**config.mk**
```make
export PLATFORM = sky130hd
export DESIGN_NAME = jt89_gain_mixer
export DESIGN_NICKNAME = d
export VERILOG_FILES = /design/src/rtl/jt89_gain_mixer.sv
export SDC_FILE = /design/constraint.sdc
export NUM_CORES = 1
export LEC_CHECK = 0
export BUFFER_PORTS_ARGS = -buffer_cell sky130_fd_sc_hd__buf_2
export CORE_MARGIN = 8
export CORE_UTILIZATION = 25
export CTS_BUF_LIST = sky130_fd_sc_hd__clkbuf_4 sky130_fd_sc_hd__clkbuf_8
export DETAILED_ROUTE_END_ITERATION = 16
export PLACE_DENSITY = 0.47
export RECOVER_POWER = 50
export SLEW_MARGIN = 20
export SYNTH_ARGS = -nofsm -noshare
export SYNTH_HDL_FRONTEND = slang
export SYNTH_SLANG_ARGS = --single-unit
```
**constraint.sdc**
```tcl
create_clock -name clk -period 5.9 [get_ports clk]
set_input_delay 0.295 -clock clk [delete_from_list [all_inputs] [get_ports clk]]
set_output_delay 0.295 -clock clk [all_outputs]
set_load 0.03 [all_outputs]
```
**src/rtl/jt89_gain_mixer.sv**
```systemverilog
// jt89_gain_mixer: time-multiplexed N-channel PSG mixer with per-channel gain and mute.
// Optional DC blocker before saturation: define JT89_MIXER_DCBLOCK_EN.
module jt89_gain_mixer #(
    parameter int bw       = 9,
    parameter int chn      = 4,
    parameter int gw       = 4,
    parameter int ow       = bw + 2,
    parameter int dc_shift = 6
) (
    input  logic                 clk,
    input  logic                 rst,
    input  logic                 clk_en,
    input  logic                 cen_16,
    input  logic [chn*bw-1:0]    ch,
    input  logic [chn*gw-1:0]    gain,
    input  logic [chn-1:0]       mute,
    output logic [ow-1:0]        sound,
    output logic                 sample_vld,
    output logic                 busy
);

    localparam int iw = $clog2(chn);
    localparam int pw = bw + gw + 1;
    localparam int aw = bw + gw + $clog2(chn) + 1;
`ifdef JT89_MIXER_DCBLOCK_EN
    localparam int sw = aw + 2;
`else
    localparam int sw = aw;
`endif

    localparam logic signed [sw-1:0] smax =
        {{(sw-ow+1){1'b0}}, {(ow-1){1'b1}}};
    localparam logic signed [sw-1:0] smin =
        {{(sw-ow+1){1'b1}}, {(ow-1){1'b0}}};

    typedef enum logic [1:0] {IDLE, ACC, OUT} state_t;

    state_t state, state_nx;

    logic [chn*bw-1:0]      ch_s;
    logic [chn*gw-1:0]      gain_s;
    logic [chn-1:0]         mute_s;
    logic [iw-1:0]          idx;
    logic signed [aw-1:0]   acc;

    logic signed [bw-1:0]   ch_i;
    logic [gw-1:0]          g_i;
    logic signed [pw-1:0]   prod;
    logic signed [pw-1:0]   term;
    logic signed [aw-1:0]   term_x;
    logic signed [sw-1:0]   mix_val;

    function automatic logic [ow-1:0] sat(input logic signed [sw-1:0] v);
        if (v > smax)
            return smax[ow-1:0];
        else if (v < smin)
            return smin[ow-1:0];
        else
            return v[ow-1:0];
    endfunction

    // State register
    always_ff @(posedge clk or posedge rst) begin
        if (rst)
            state <= IDLE;
        else
            state <= state_nx;
    end

    // Next-state logic; every transition waits for an enabled cycle
    always_comb begin
        state_nx = state;
        unique case (state)
            IDLE: if (clk_en && cen_16) state_nx = ACC;
            ACC:  if (clk_en && idx == iw'(chn-1)) state_nx = OUT;
            OUT:  if (clk_en) state_nx = IDLE;
            default: state_nx = IDLE;
        endcase
    end

    // Output decode: busy covers the accumulation phase only
    always_comb begin
        busy = (state == ACC);
    end

    // Scaled contribution of the channel currently selected by idx
    always_comb begin
        ch_i   = ch_s[idx*bw +: bw];
        g_i    = gain_s[idx*gw +: gw];
        prod   = pw'(ch_i) * pw'($signed({1'b0, g_i}));
        term   = prod >>> (gw - 2);
        if (mute_s[idx])
            term = '0;
        term_x = {{(aw-pw){term[pw-1]}}, term};
    end

`ifdef JT89_MIXER_DCBLOCK_EN
    logic signed [sw-1:0] acc_x;
    logic signed [sw-1:0] x_prev;
    logic signed [sw-1:0] y_prev;
    logic signed [sw-1:0] y_nx;

    // First-order high-pass applied to the finished sum
    always_comb begin
        acc_x   = {{2{acc[aw-1]}}, acc};
        y_nx    = acc_x - x_prev + y_prev - (y_prev >>> dc_shift);
        mix_val = y_nx;
    end

    // DC blocker history, updated once per output sample
    always_ff @(posedge clk or posedge rst) begin
        if (rst) begin
            x_prev <= '0;
            y_prev <= '0;
        end else if (clk_en && state == OUT) begin
            x_prev <= acc_x;
            y_prev <= y_nx;
        end
    end
`else
    assign mix_val = acc;
`endif

    // Snapshot, serial accumulation and registered saturated output
    always_ff @(posedge clk or posedge rst) begin
        if (rst) begin
            ch_s       <= '0;
            gain_s     <= '0;
            mute_s     <= '0;
            idx        <= '0;
            acc        <= '0;
            sound      <= '0;
            sample_vld <= 1'b0;
        end else begin
            sample_vld <= 1'b0;
            if (clk_en) begin
                unique case (state)
                    IDLE: begin
                        if (cen_16) begin
                            ch_s   <= ch;
                            gain_s <= gain;
                            mute_s <= mute;
                            idx    <= '0;
                            acc    <= '0;
                        end
                    end
                    ACC: begin
                        acc <= acc + term_x;
                        idx <= idx + 1'b1;
                    end
                    OUT: begin
                        sound      <= sat(mix_val);
                        sample_vld <= 1'b1;
                    end
                    default: ;
                endcase
            end
        end
    end

endmodule

```
### Yosys cells after proc, flatten, opt, wreduce, memory -nomap -nowiden

Cells that the tools add are included.
W data, S select, Z words.

| word-level totals | value |
|---|---|
| register bits after elaboration | 88 |
| output and inout bits | 13 |
| input bits | 60 |
| word-level logic and storage cells | 47 |

| cells by class | value |
|---|---|
| equality and inequality tests | 7 |
| add/subtract/negate cells | 2 |
| muxes and demuxes | 15 |
| shift-type cells | 2 |
| magnitude comparators | 3 |
| $mul | 2 |
| reduce and logical (&&, ||, !) cells | 8 |

Operators with widths:

| cell | count |
|---|---|
| $shiftx A36 B7 Y9 | 1 |
| $pmux W16 S2 | 1 |
| $mux W11 | 2 |
| $add A16 B14 Y16 | 1 |
| $gt A16 B11 Y1 const B | 1 |
| $lt A16 B11 Y1 const B | 1 |
| $mux W16 | 1 |
| $shiftx A16 B5 Y4 | 1 |
| $mul A9 B5 Y14 | 1 |
| $mux W14 | 1 |
| $reduce_and A3 Y1 | 3 |
| $mux W2 | 4 |
| $mul A2 B4 Y6 const B | 1 |
| $ne A2 B2 Y1 const B | 3 |
| $pmux W2 S3 | 1 |
| $eq A2 B2 Y1 const B | 2 |
| $pmux W2 S2 | 1 |
| $lt A2 B3 Y1 const B | 1 |
| $mux W1 | 3 |
| $add A2 B1 Y2 const B | 1 |
| $bmux W1 S2 | 1 |
| $eq A2 B1 Y1 const B | 1 |
| $logic_and A1 B1 Y1 | 2 |
| $logic_not A2 Y1 | 1 |
| 3 further kinds | 3 |

### Longest topological paths before layout

Gate-level depths: netlist of run 1.

| depth | value |
|---|---|
| depth in word-level cells | 6 |
| mapped depth | 26 |
| gate-level depth less buffers | 24 |

### Least setup slack after synthesis of run 1

No wires, ideal clock.

| timing | value |
|---|---|
| kind | reg-to-reg |
| from | register idx[0] |
| to | register acc[15] |
| clock period less this slack | 6.348 ns |
| stages on the path, launching flop included | 27 |
| required time | 5.776 ns |
| path buffers | 2 |
| library setup time | 0.124 ns |
| data arrival time | 6.224 ns |
| slack | -0.448 ns |
| path through | dfrtp_1 -> buf_6 -> clkbuf_1 -> mux4_2 -> and2_1 -> ha_1 -> inv_1 -> fa_1 -> fa_1 -> inv_1 -> ha_1 -> a21o_1 -> a21o_1 -> a21o_1 -> a21oi_1 -> o21a_1 -> xor2_1 -> nor2_1 -> ha_1 -> o211ai_1 -> a22oi_1 -> a21oi_1 -> o21ai_0 -> nor2_1 -> o31ai_1 -> a31oi_1 -> a2bb2oi_1 |

| on the way | value |
|---|---|
| word-level cells in the longest chain between the ends | 6 |
| elaborated cells on any way between the ends | 9 |
| those cells by class | add/sub (1); mul (2); shift (2); mux (4) |

RTL lines:

| what | line | text |
|---|---|---|
| start, declared | 43 | `logic [iw-1:0] idx;` |
| start signal, assigned | 149 | `idx <= idx + 1'b1;` |
| $mul A2 B4 Y6 | 88 | `ch_i = ch_s[idx*bw +: bw];` |
| $shiftx A36 B7 Y9 | 88 |  |
| $mul A9 B5 Y14 | 90 | `prod = pw'(ch_i) * pw'($signed({1'b0, g_i}));` |
| $mux W14 (*) | 92 | `if (mute_s[idx])` |
| $add A16 B14 Y16 (*) | 148 | `acc <= acc + term_x;` |
| $pmux W16 S2 (*) | 137 | `unique case (state)` |
| end signal, assigned | 148 |  |
| end, declared | 44 | `logic signed [aw-1:0] acc;` |

Every way passes the cells marked *; elsewhere a longest branch is shown, timed or not. The select of a mux whose other input is x is not followed.
A chain may end at the register's enable or synchronous reset.

### Final worst setup path of run 1

| timing | value |
|---|---|
| from | register idx[0] |
| to | register acc[12] |

Same word-level chain as after synthesis.

==> results of run 1 <==
-- final timing paths --
| path | startpoint | to | slack (ps) | depth (start not counted) |
|---|---|---|---|---|
| setup / recovery | idx[0]$_DFFE_PP0P_ | acc[12]$_DFFE_PP0P_ | 80 | 23 |
| hold reg to reg | sound[7]$_DFFE_PP0P_ | sound[7]$_DFFE_PP0P_ | 480 | 2 |
| max in group asynchronous | rst | ch_s[1]$_DFFE_PP0P_ | 1580 | 4 |
| min in group asynchronous | rst | acc[13]$_DFFE_PP0P_ | 740 | 3 |
| hold / removal | ch[33] | ch_s[33]$_DFFE_PP0P_ | 140 | 2 |
| setup reg to reg | idx[0]$_DFFE_PP0P_ | acc[12]$_DFFE_PP0P_ | 80 | 23 |
-- flip-flops by register name, summed over array words and instances, names as in the netlist --
signal	cells
mute_s	4
sample_vld	1
idx	2
state	2
gain_s	16
sound	11
ch_s	36
acc	16
-- cell families after synthesis --
logic type,after synthesis
adder cells (fa/ha/maj),59
flip-flops,88
XOR/XNOR,21
AND/OR/NAND/NOR,124
buffers and inverters,63
multiplexers,71
AO/OA/AOI/OAI,106
-- synth_stat cells, types with 3 or more instances --
library cell,count
a211oi_1,4
a21o_1,7
a21oi_1,21
a22o_1,3
a2bb2oi_1,3
and2_1,29
and3_1,3
clkbuf_1,14
dfrtp_1,88
fa_1,20
ha_1,39
inv_1,46
mux2_2,57
mux4_2,11
nand2_1,43
nand3_1,3
nand4_1,5
nor2_1,21
nor3_1,7
o211ai_1,4
o21a_1,4
o21ai_0,41
o21ai_1,3
o21bai_1,4
xnor2_1,8
xor2_1,11
-- worst reg2reg max path, cell delays in order, from the launching register on --
cell and delay (ps):
dfrtp_1 420, buf_6 150, mux4_2 570, and2_4 180
ha_4 250, inv_2 30, fa_1 460, fa_1 510
inv_2 50, ha_4 230, a21o_1 150, a21o_1 160
a21o_1 190, a21oi_2 140, o21a_1 170, o21ai_0 100
xnor2_1 230, nor2_1 70, ha_1 350, and3_4 170
a211o_1 310, or4_4 420, and3_4 190, o31ai_4 210
-- per-layer routing --
layer / GRT usage, % / vias up
met5: 0 / -
met4: 3.14 / 0
met3: 2.67 / 22
met2: 16.0 / 85
met1: 13.0 / 2046
li1: - / 2082
-- repair_timing --
item	4_1_cts	5_1_grt
setup buffers	4	7
hold buffers	1	0
endpoints found under the setup margin	5	5
hold endpoints to repair	28	0
gates resized for setup	20	39
cloned	0	0
pin swaps	15	28
-- stage by stage --
| stage | TNS [ps] | area [um2] |
|---|---|---|
| after floorplan | 0 | 5820 |
| after global placement | -17.7 | 6690 |
| after detailed placement | -453 | 6690 |
| after CTS | 0 | 7030 |
| after global routing | -431 | 7250 |
| final | 0 | 7250 |
-- layout make-up --
type                    instances  area share (%)
clock inverters                 7            1.12
multi-input cells             381            49.9
flip-flops and latches         88            30.4
inverters                      46            2.40
repair buffers                116            9.61
well taps                     285            4.92
clock buffers                   9            1.71
==> results.sh, run 1 <==
export IMPL_status="finished with violations"
export IMPL_violations="capacitance limit, slew limit"
export IMPL_wl_met1_mm=6.70
export IMPL_synthTopCellsByArea="dfrtp_1, mux2_2, ha_1"
export IMPL_diodes=0
export IMPL_finClkSkew_ps=19.1
export IMPL_area_delta_synth_final_pct=25.7
export IMPL_cts_made_buffers=9
export IMPL_relSlewSlack_pct=-114
export IMPL_synth_largest_area_cell="dfrtp_1"
export IMPL_route_met3_wl_um=584
export IMPL_top_layer="met4"
export IMPL_timing_hold_ws_ps=140
export IMPL_fin_ws_ps=84.6
export IMPL_path_cells="buf_6, mux4_2, and2_4, ha_4, inv_2, fa_1, fa_1, inv_2, ha_4, a21o_1, a21o_1, a21o_1, a21oi_2, o21a_1, o21ai_0, xnor2_1, nor2_1, ha_1, and3_4, a211o_1, or4_4, and3_4, o31ai_4"
export IMPL_wire_per_inst_um=14.8
export IMPL_synth_edf_count=0
export IMPL_die_area_um2=28200
export IMPL_dr_pass1_iters=6
export IMPL_fmax_mhz=172
export IMPL_min_period_ps=5820
export IMPL_synth_top_family_by_area="multiplexers"
export IMPL_syn_nets=651
export IMPL_io_pins=73
export IMPL_grt_pass1_vias=4694
export IMPL_layout_common_cells="dfrtp_1, buf_2, mux2_2"
export IMPL_cts_htree_levels=3
export IMPL_synth_fa_ha_area_share_pct=15.4
export IMPL_synth_compound_area_share_pct=11.3
export IMPL_synth_top_area_share_pct=38.2
export IMPL_hold_viol=0
export IMPL_fp_coreArea_um2=22600
export IMPL_antenna_found_initial=0
export IMPL_drive_gt1_share_pct=37.7
export IMPL_drv_slew=80
export IMPL_synth_xor_area_share_pct=3.64
export IMPL_worst_pin_slew_ps=3220
export IMPL_pre_cts_ws_ps=-120
export IMPL_crit_type="reg -> reg"
export IMPL_clock_sinks=88
export IMPL_syn_inst=532
export IMPL_required_ps=6180
export IMPL_critical_path_max_fanout=6
export IMPL_slowest_delay_ps=560
export IMPL_end_kind="register"
export IMPL_cp_num_buf_inv=3
export IMPL_synth_avg_cell_area_um2=10.8
export IMPL_hp_class="in -> reg"
export IMPL_clock_latency_ps=380
export IMPL_cts_tree="yes"
export IMPL_synthDistinctLibCells=54
export IMPL_gp_congestion=0.842
export IMPL_dp_final_hpwl_mm=10.6
export IMPL_clk_path_buf_depth=2
export IMPL_postSynth_asyncResetShare_pct=100
export IMPL_netlist_area_um2=5770
export IMPL_grt_max_degree=61
export IMPL_final_common_cell="dfrtp_1"
export IMPL_multi_input_area_um2=3620
export IMPL_grt_pass1_wl_mm=23.4
export IMPL_drc=0
export IMPL_die_h_um=168
export IMPL_num_vias=4235
export IMPL_num_rows=55
export IMPL_dr_wl_met2_mm=6.25
export IMPL_nets=761
export IMPL_cpLargestDelayFamily="adder cells"
export IMPL_ant_nets=0
export IMPL_yosys_warnings=0
export IMPL_overflow=0
export IMPL_synth_area_mux_share_pct=16.5
export IMPL_fillers=2291
export IMPL_cp_data_arrival_time_ps=6100
export IMPL_synth_ff_latch_count=88
export IMPL_cp_common_cell="a21o_1"
export IMPL_drt_wl_total_mm=13.8
export IMPL_start_util_pct=25.5
export IMPL_final_setup_viol_count=0
export IMPL_final_seq_area_um2=2200
export IMPL_yosys_area_share_simple_pct=10.8
export IMPL_worst_setup_path_start_kind="register"
export IMPL_clockRootBuffer="clkbuf_8"
export IMPL_final_util_pct=32.0
export IMPL_vias_per_cell=4.54
export IMPL_grt_util_all_layers_pct=10.0
export IMPL_ys_flop_type="dfrtp_1"
export IMPL_placed_cells=904
export IMPL_portBuffers=72
export IMPL_die_x_um=168
export IMPL_cts_clk_slew_worst_paths_ps=100
export IMPL_synth_seq_area_share_pct=38.2
export IMPL_min_period_over_period_pct=98.6
export IMPL_slowest_stage="mux4_2"
export IMPL_drt_iter0_drc=138
export IMPL_finalNonFillerCells=932
export IMPL_cap_violations=2
export IMPL_rsz0062_at_grt="yes"
Power of run 1 is not shown: default switching activity piles up to over one toggle a cycle in this logic, so the estimate is an artifact.
==> inputs of run 2 (changes only) <==
- CAP_MARGIN: not set -> 20
- CORE_UTILIZATION: 25 -> 35
- PLACE_DENSITY: 0.47 -> 0.6
==> results.sh, run 2 (synthesis results as in run 1) <==
export IMPL_final_setup_viol_count=0
export IMPL_cts_made_buffers=9
export IMPL_cap_violations=2
export IMPL_finClkSkew_ps=11.4
export IMPL_clock_latency_ps=380
export IMPL_die_area_um2=20900
export IMPL_crit_cells=24
export IMPL_worst_pin_slew_ps=3120
export IMPL_reg_largest_list="ch_s (36), acc (16), gain_s (16)"
export IMPL_wire_per_inst_um=15.1
export IMPL_worst_setup_path_start_kind="register"
export IMPL_fillers=1613
export IMPL_drv_slew=119
export IMPL_overflow=0
export IMPL_grtUsageMet1_pct=16.4
export IMPL_num_vias=4243
export IMPL_vias_per_cell=4.96
export IMPL_drt_iter0_drc=271
export IMPL_slowest_stage="mux4_2"
export IMPL_dp_final_hpwl_mm=10.0
export IMPL_path_cells="buf_6, mux4_2, buf_6, and2_1, ha_1, fa_1, inv_1, fa_1, inv_1, ha_4, nor3_1, nor2_1, a21oi_2, o21bai_1, a21oi_2, xor2_1, nor2_1, ha_1, and3_4, a211o_1, buf_4, o2111ai_1, nand4_1, a32o_1"
export IMPL_die_h_um=144
export IMPL_grt_max_degree=61
export IMPL_drive_gt1_share_pct=34.9
export IMPL_worstReg2RegStart="idx[0]$_DFFE_PP0P_"
export IMPL_hold_viol=0
export IMPL_cp_data_arrival_time_ps=6000
export IMPL_final_common_cell="dfrtp_1"
export IMPL_violations="capacitance limit, slew limit"
export IMPL_die_x_um=144
export IMPL_grt_pass1_vias=4489
export IMPL_diodes=0
export IMPL_io_pins=73
export IMPL_drt_wl_total_mm=12.9
export IMPL_critical_path_max_fanout=5
export IMPL_critPathLaunch="idx[0]$_DFFE_PP0P_"
export IMPL_dr_pass1_iters=4
export IMPL_required_ps=6170
export IMPL_layout_common_cells="dfrtp_1, buf_2, mux2_2"
export IMPL_num_rows=47
export IMPL_cts_tree="yes"
export IMPL_nets=750
export IMPL_status="finished with violations"
export IMPL_cpLargestDelayFamily="adder cells"
export IMPL_ff2ff_path_depth=24
export IMPL_crit_path_end="acc[14]$_DFFE_PP0P_"
export IMPL_rr_endpoint="acc[14]$_DFFE_PP0P_"
export IMPL_clk_path_buf_depth=2
export IMPL_hp_class="in -> reg"
export IMPL_crit_type="reg -> reg"
export IMPL_cp_num_buf_inv=5
export IMPL_end_kind="register"
export IMPL_grt_util_all_layers_pct=13.2
export IMPL_antenna_found_initial=0
export IMPL_ant_nets=0
export IMPL_min_period_ps=5730
export IMPL_clockRootBuffer="clkbuf_8"
export IMPL_slowest_delay_ps=560
export IMPL_cts_clk_slew_worst_paths_ps=100
export IMPL_top_usage_layer="met2"
export IMPL_fmax_mhz=175
export IMPL_fp_coreArea_um2=16300
export IMPL_largest_reg_flops=36
export IMPL_pre_cts_ws_ps=-178
export IMPL_cts_htree_levels=3
export IMPL_drc=0
export IMPL_met2_usage_pct=21.5
export IMPL_area_delta_synth_final_pct=22.7
export IMPL_start_util_pct=35.3
export IMPL_grt_pass1_wl_mm=21.9
export IMPL_clock_sinks=88
export IMPL_relSlewSlack_pct=-108
export IMPL_top_register="ch_s"
export IMPL_r2r_setup_slack_ps=170
export IMPL_met3_usage_pct=4.82
export IMPL_fin_ws_ps=169
export IMPL_portBuffers=72
export IMPL_gp_congestion=0.856
export IMPL_min_period_over_period_pct=97.1
## run 2: changes by cell type in the layout (fill, tap and decap cells not counted), sizes merged
| cell | delta |
|---|---|
| buf | -13 |
| clkinv | -4 |
| clkbuf | +3 |
| inv | +3 |
| bufinv | +1 |
| clkinvlp | -1 |
## run 2: area by class of cell
class | count | area (um2) | area share, %
Multi-Input combinational cell | 381 | 3600 | 50.8
Clock buffer | 10 | 131 | 1.85
Tap cell | 220 | 275 | 3.89
Clock inverter | 6 | 97.6 | 1.38
Inverter | 46 | 174 | 2.45
Sequential cell | 88 | 2200 | 31.1
Timing Repair Buffer | 105 | 606 | 8.55
## run 2: how the worst min path moves through the flow
stage               slack, ps  cells after the start    start                     to
global route              110                      2   ch[35]   ch_s[35]$_DFFE_PP0P_
detailed placement        350                      2      rst    acc[13]$_DFFE_PP0P_
floorplan                 400                      1   clk_en   state[1]$_DFFE_PP0P_
CTS                       100                      2  gain[0]  gain_s[0]$_DFFE_PP0P_
finish                    130                      2  gain[8]  gain_s[8]$_DFFE_PP0P_
global placement          350                      2      rst    acc[13]$_DFFE_PP0P_
## run 2: stage by stage
step / instance area (um2) / hold WS, ps / util [%] / setup TNS (ps) / std cells
final: 7080 / 134 / 43.3 / 0 / 856
after CTS: 6840 / 104 / 41.9 / 0 / 852
after global routing: 7080 / 109 / 43.3 / -39.8 / 856
after global placement: 6570 / 346 / 40.2 / -8.49 / 834
after detailed placement: 6570 / 349 / 40.2 / -434 / 834
after floorplan: 5820 / 404 / - / 0 / 532
## run 2: layer usage
layer	up-vias	wire length, um
met5	-	0
met4	0	88
met3	7	794
met2	98	6130
met1	2066	5890
li1	2072	-
## run 2: what timing repair did
action | CTS | global route
pin swaps | 6 | 34
resized for setup | 8 | 42
setup endpoints to repair | 5 | 5
gates cloned | 0 | 0
hold buffers | 1 | 0
setup buffers | 1 | 4
endpoints found under the hold margin | 28 | 0
Power of run 2 is left out for the same reason.
